==> src/rtl/mcycle_datapath_pkg.sv <==
// Shared constants and helpers for the multi-cycle multiply/divide datapath
// and the control FSM that sequences it.
package mcycle_datapath_pkg;

    localparam logic MCYCLE_MUL = 1'b0;
    localparam logic MCYCLE_DIV = 1'b1;

    // Iteration counter must be able to hold the value width itself.
    function automatic int cnt_width(input int w);
        return $clog2(w) + 1;
    endfunction

endpackage

==> src/rtl/mcycle_sign_fix.sv <==
// Combinational sign correction of the unsigned shift-add / restoring-divide
// results: product, quotient and remainder.
module mcycle_sign_fix
    import mcycle_datapath_pkg::*;
#(
    parameter int width = 32
) (
    input  logic             op,
    input  logic             neg_a,
    input  logic             neg_b,
    input  logic [width-1:0] r_lo,
    input  logic [width-1:0] q,
    output logic [width-1:0] result1,
    output logic [width-1:0] result2
);

    logic [2*width-1:0] prod;
    logic [width-1:0]   quo;
    logic [width-1:0]   rem;

    always_comb begin
        prod = {r_lo, q};
        if (neg_a ^ neg_b)
            prod = -prod;
        quo = (neg_a ^ neg_b) ? -q : q;
        // Remainder takes the sign of the dividend only.
        rem = neg_a ? -r_lo : r_lo;
        if (op == MCYCLE_DIV) begin
            result1 = quo;
            result2 = rem;
        end else begin
            result1 = prod[width-1:0];
            result2 = prod[2*width-1:width];
        end
    end

endmodule

==> src/rtl/mcycle_datapath.sv <==
// Iterative shift-add multiply / restoring divide datapath, stepped one
// iteration per Shift by the external multi-cycle controller.
module mcycle_datapath
    import mcycle_datapath_pkg::*;
#(
    parameter int width = 32
) (
    input  logic             CLK,
    input  logic             Reset,
    input  logic             Init,
    input  logic             Shift,
    input  logic             Write,
    input  logic             MCycleOp,
    input  logic             Signed,
    input  logic [width-1:0] Operand1,
    input  logic [width-1:0] Operand2,
    output logic             Control,
    output logic [width-1:0] Result1,
    output logic [width-1:0] Result2
);

    localparam int CW = cnt_width(width);

    logic             op;
    logic             sgn;
    logic             neg_a;
    logic             neg_b;
    logic [width-1:0] a_reg;
    logic [width-1:0] q_reg;
    logic [width:0]   r_reg;
    logic [CW-1:0]    iter;

    logic [width-1:0] abs1;
    logic [width-1:0] abs2;
    logic [width:0]   sum;
    logic [width:0]   r_shl;
    logic [width:0]   t;
    logic             active;

    always_comb begin
        abs1   = (Signed && Operand1[width-1]) ? -Operand1 : Operand1;
        abs2   = (Signed && Operand2[width-1]) ? -Operand2 : Operand2;
        active = (iter < CW'(width));
        sum    = r_reg + (Write ? {1'b0, a_reg} : '0);
        r_shl  = {r_reg[width-1:0], q_reg[width-1]};
        t      = r_shl - {1'b0, a_reg};
        Control = (op == MCYCLE_DIV) ? ~t[width] : q_reg[0];
    end

    always_ff @(posedge CLK) begin
        if (Reset) begin
            op    <= 1'b0;
            sgn   <= 1'b0;
            neg_a <= 1'b0;
            neg_b <= 1'b0;
            a_reg <= '0;
            q_reg <= '0;
            r_reg <= '0;
            iter  <= '0;
        end else if (Init) begin
            op    <= MCycleOp;
            sgn   <= Signed;
            neg_a <= Signed & Operand1[width-1];
            neg_b <= Signed & Operand2[width-1];
            // Divide keeps the dividend in Q so it shifts into R bit by bit.
            if (MCycleOp == MCYCLE_DIV) begin
                a_reg <= abs2;
                q_reg <= abs1;
            end else begin
                a_reg <= abs1;
                q_reg <= abs2;
            end
            r_reg <= '0;
            iter  <= '0;
        end else if (Shift && active) begin
            iter <= iter + CW'(1);
            if (op == MCYCLE_MUL) begin
                {r_reg, q_reg} <= {sum, q_reg} >> 1;
            end else if (Write) begin
                r_reg <= t;
                q_reg <= {q_reg[width-2:0], 1'b1};
            end else begin
                r_reg <= r_shl;
                q_reg <= {q_reg[width-2:0], 1'b0};
            end
        end
    end

    mcycle_sign_fix #(.width(width)) u_sign_fix (
        .op      (op),
        .neg_a   (neg_a),
        .neg_b   (neg_b),
        .r_lo    (r_reg[width-1:0]),
        .q       (q_reg),
        .result1 (Result1),
        .result2 (Result2)
    );

endmodule

==> config.mk <==
export PLATFORM = sky130hd
export DESIGN_NAME = mcycle_datapath
export DESIGN_NICKNAME = d
export VERILOG_FILES = /design/src/rtl/mcycle_datapath_pkg.sv /design/src/rtl/mcycle_sign_fix.sv /design/src/rtl/mcycle_datapath.sv
export SDC_FILE = /design/constraint.sdc
export NUM_CORES = 1
export LEC_CHECK = 0
export CORE_AREA = 2 2 146 148
export CTS_CLUSTER_SIZE = 8
export DETAILED_ROUTE_END_ITERATION = 7
export DIE_AREA = 0 0 148 150
export PLACE_DENSITY = 0.86
export SYNTH_ARGS = -nofsm -noshare
export SYNTH_HDL_FRONTEND = slang
export SYNTH_SLANG_ARGS = --single-unit
==> constraint.sdc <==
create_clock -name CLK -period 4.76 [get_ports CLK]
set_input_delay 0.714 -clock CLK [delete_from_list [all_inputs] [get_ports CLK]]
set_output_delay 0.714 -clock CLK [all_outputs]
set_load 0.05 [all_outputs]
==> flow_summary.json <==
{
  "maxCapViolCount": 0,
  "finish.net_count": 1901,
  "min_period_over_period_pct": 96.01,
  "syn-mean-instance-area_um2": 7.152,
  "timing_worst_slew_pin_value_ns": 1.303,
  "area_growth_syn_to_layout_pct": 15.09,
  "r2r_slack_ns": 1.15,
  "die_w_um": 148,
  "die-height_um": 150,
  "postSynthCellCount": 1682,
  "drt_first_pass_iters": 5,
  "synth_top_area_cell": "dfxtp_1",
  "largest_register_ff_count": 33,
  "dp_hpwl_um": 33180,
  "worst_hold_path_type": "reg2reg",
  "fin_ws_ns": 0.1899,
  "initial_core_utilization_pct": 58.14,
  "hold-worst-slack_ns": 0.5049,
  "finalWirelength_um": 42610,
  "cellPowerDensity_nw_per_um2": 258.8,
  "critical_path.startpoint_type": "flop",
  "final_core_utilization_pct": 66.91,
  "cts.hold.buffers_added": 0,
  "timing_max_transition_violations_final": 0,
  "top_level_ports": 136,
  "worst_skew_pair.late_latency_ns": 0.38,
  "viasPerCell": 6.510,
  "r2r_cells": 11,
  "place.detailed.instances": 2022,
  "max_clock_freq_mhz": 218.8,
  "rows": 53,
  "synth_seq_cells": 106,
  "worstHoldStart": "iter[1]",
  "gr-total-overflow": 0,
  "synth_top_area_share_pct": 17.64,
  "clk_path_buf_depth": 2,
  "hold_path_end": "iter[1]",
  "timing.critical_path.to_type": "primary output",
  "drtIter0Drc": 1429,
  "clkSlewWorstSetupHoldPaths_ns": 0.09,
  "synth.yosys.warnings": 0,
  "port_buffers": 135,
  "clock-sinks": 106,
  "grt_max_degree": 87,
  "ys_types": 83,
  "track_usage_pct": 37.85,
  "post-place-ws_ns": 0.5574,
  "power_mw": 3.583,
  "leakage_nw": 5.797,
  "routed_wire_length_per_instance_um": 20.90,
  "worst-endpoint-required_ns": 4.05,
  "synth-main-ff-cell": "dfxtp_1",
  "final_design_area_no_fill_um2": 13840,
  "synth_sequential_area_ratio_pct": 17.64,
  "worstHoldPathCells": 2,
  "setup_viol": 0,
  "final_common_cell": "nor2_1",
  "cts_buffer_count": 9,
  "route.vias.total": 13270,
  "mostFrequentLayoutCells": "nor2_1, a21oi_1, nand2_1",
  "gp_routability_congestion": 1.028,
  "grt_pass1_vias": 12380,
  "core-area_um2": 20690,
  "final_hold_viol_count": 0,
  "wire_length_of_the_first_global_routing_pass_um": 66470,
  "clock-root-buffer": "clkbuf_16",
  "worst_r2r_start": "a_reg[1]",
  "remaining_drc_errors": 0,
  "layout.cells.non_filler": 2039,
  "floorplan.die_area_um2": 22200,
  "synth-edff-count": 0,
  "slew_headroom_pct": 13.04,
  "synth.net_count": 1824,
  "clock_tree_from_tritoncts": "yes",
  "criticalPathCategory": "reg2out",
  "netlist_area_um2": 12030,
  "n_antenna_cell": 0,
  "arrival_ns": 3.86,
  "final.min_clock_period_ns": 4.570,
  "crit_path_max_fanout": 8,
  "grt_setup_unrepaired": "false",
  "cts.htree.levels": 3,
  "outcome": "completed",
  "worst_voltage_drop_across_the_vdd_grid_v": 0.0001799,
  "ys_top_cells_by_area": "dfxtp_1, a21oi_1, ha_1, xnor2_1, nor2_1",
  "route.antenna.remaining_nets": 0,
  "postPlaceCellArea_um2": 13530,
  "async_flop_share_pct": 0,
  "antenna_found_initial": 0,
  "fin_tns_setup_ns": 0,
  "layout-drive-gt1-share_pct": 6.406,
  "timing.clock.skew_ns": 0.02064,
  "crit-reg2reg-capture": "r_reg[27]"
}
[cells in the mapped netlist, types with 7 or more instances]
master    count
inv_1        65
o21ai_0      98
a221oi_1      7
and3_1       14
xor2_1       79
nor4_1       16
o21a_1        8
o221ai_1     10
or2_2        11
or4_1        10
or3_1        10
a21o_1       33
o22ai_1      18
o41ai_1      10
nand2b_1     18
mux2i_1      68
buf_1        10
ha_1         69
a211oi_1     52
clkbuf_1     82
o211ai_1     14
nor2b_1      10
dfxtp_1     106
xnor2_1      95
a31oi_1      23
nand2_1     123
o31ai_1      19
nand3_1      23
and2_1       42
nor3_1       37
nand4_1      13
a21oi_1     184
nor2_1      209
[final cells by class]
class                           instances  area (um2)
Multi-Input combinational cell       1411        9271
Fill cell                            1909        6845
Sequential cell                       106        2123
Timing Repair Buffer                  165        1549
Tap cell                              275       344.1
Inverter                               66       247.7
Clock buffer                            9       225.2
Clock inverter                          7       83.83
[routing by layer]
metal | track usage, % | up-vias | share of wire, %
met5 | 0 | - | 0
met4 | 20.52 | 0 | 5.8
met3 | 5.823 | 137 | 9.7
met2 | 61.30 | 841 | 44
met1 | 48.43 | 6057 | 40
li1 | - | 6239 | -
[kinds of logic (layout without fill, tap and decap cells)]
logic type,count (synthesis),count (layout),share of synthesized area [%]
muxes,74,74,6.220
buffers and inverters,165,247,5.367
AOI/OAI and AO/OA,530,530,27.69
xor gates and xnor gates,174,174,12.67
and+or+nand+nor,562,562,22.90
DFF,106,106,17.64
adders and majority gates,71,71,7.510
[report_power, final]
part           total (mW)  internal [mW]  switching, mW
logic                1.72          0.640           1.08
registers            1.04          0.944         0.0989
clock network       0.816          0.417          0.399
total                3.58           2.00           1.58
[worst max-delay path: stages (launching register included)]
cell             delay [ns]
dfxtp_1                0.39
or4_4                  0.59
nor4_4                 0.26
nand3_2                0.20
nor2_4                 0.13
nand3_2                0.21
nor2_1                 0.28
nand2_1                0.13
o22ai_1                0.30
xnor2_1                0.17
clkdlybuf4s50_1        0.82
[how the worst max path moves through the flow]
stage                  start           to  slack [ns]
global placement    r_reg[0]      Control        0.66
floorplan              Write    r_reg[30]        0.88
detailed placement  r_reg[0]      Control        0.56
CTS                 r_reg[0]      Control        0.16
finish              q_reg[6]  Result2[25]        0.19
global route        q_reg[6]  Result2[14]        0.04
[timing repair]
item | CTS | global route
setup endpoints to repair | 0 | 4
setup buffers | 0 | 1
gates resized for setup | 0 | 1
(Power assumes the default switching activity.)
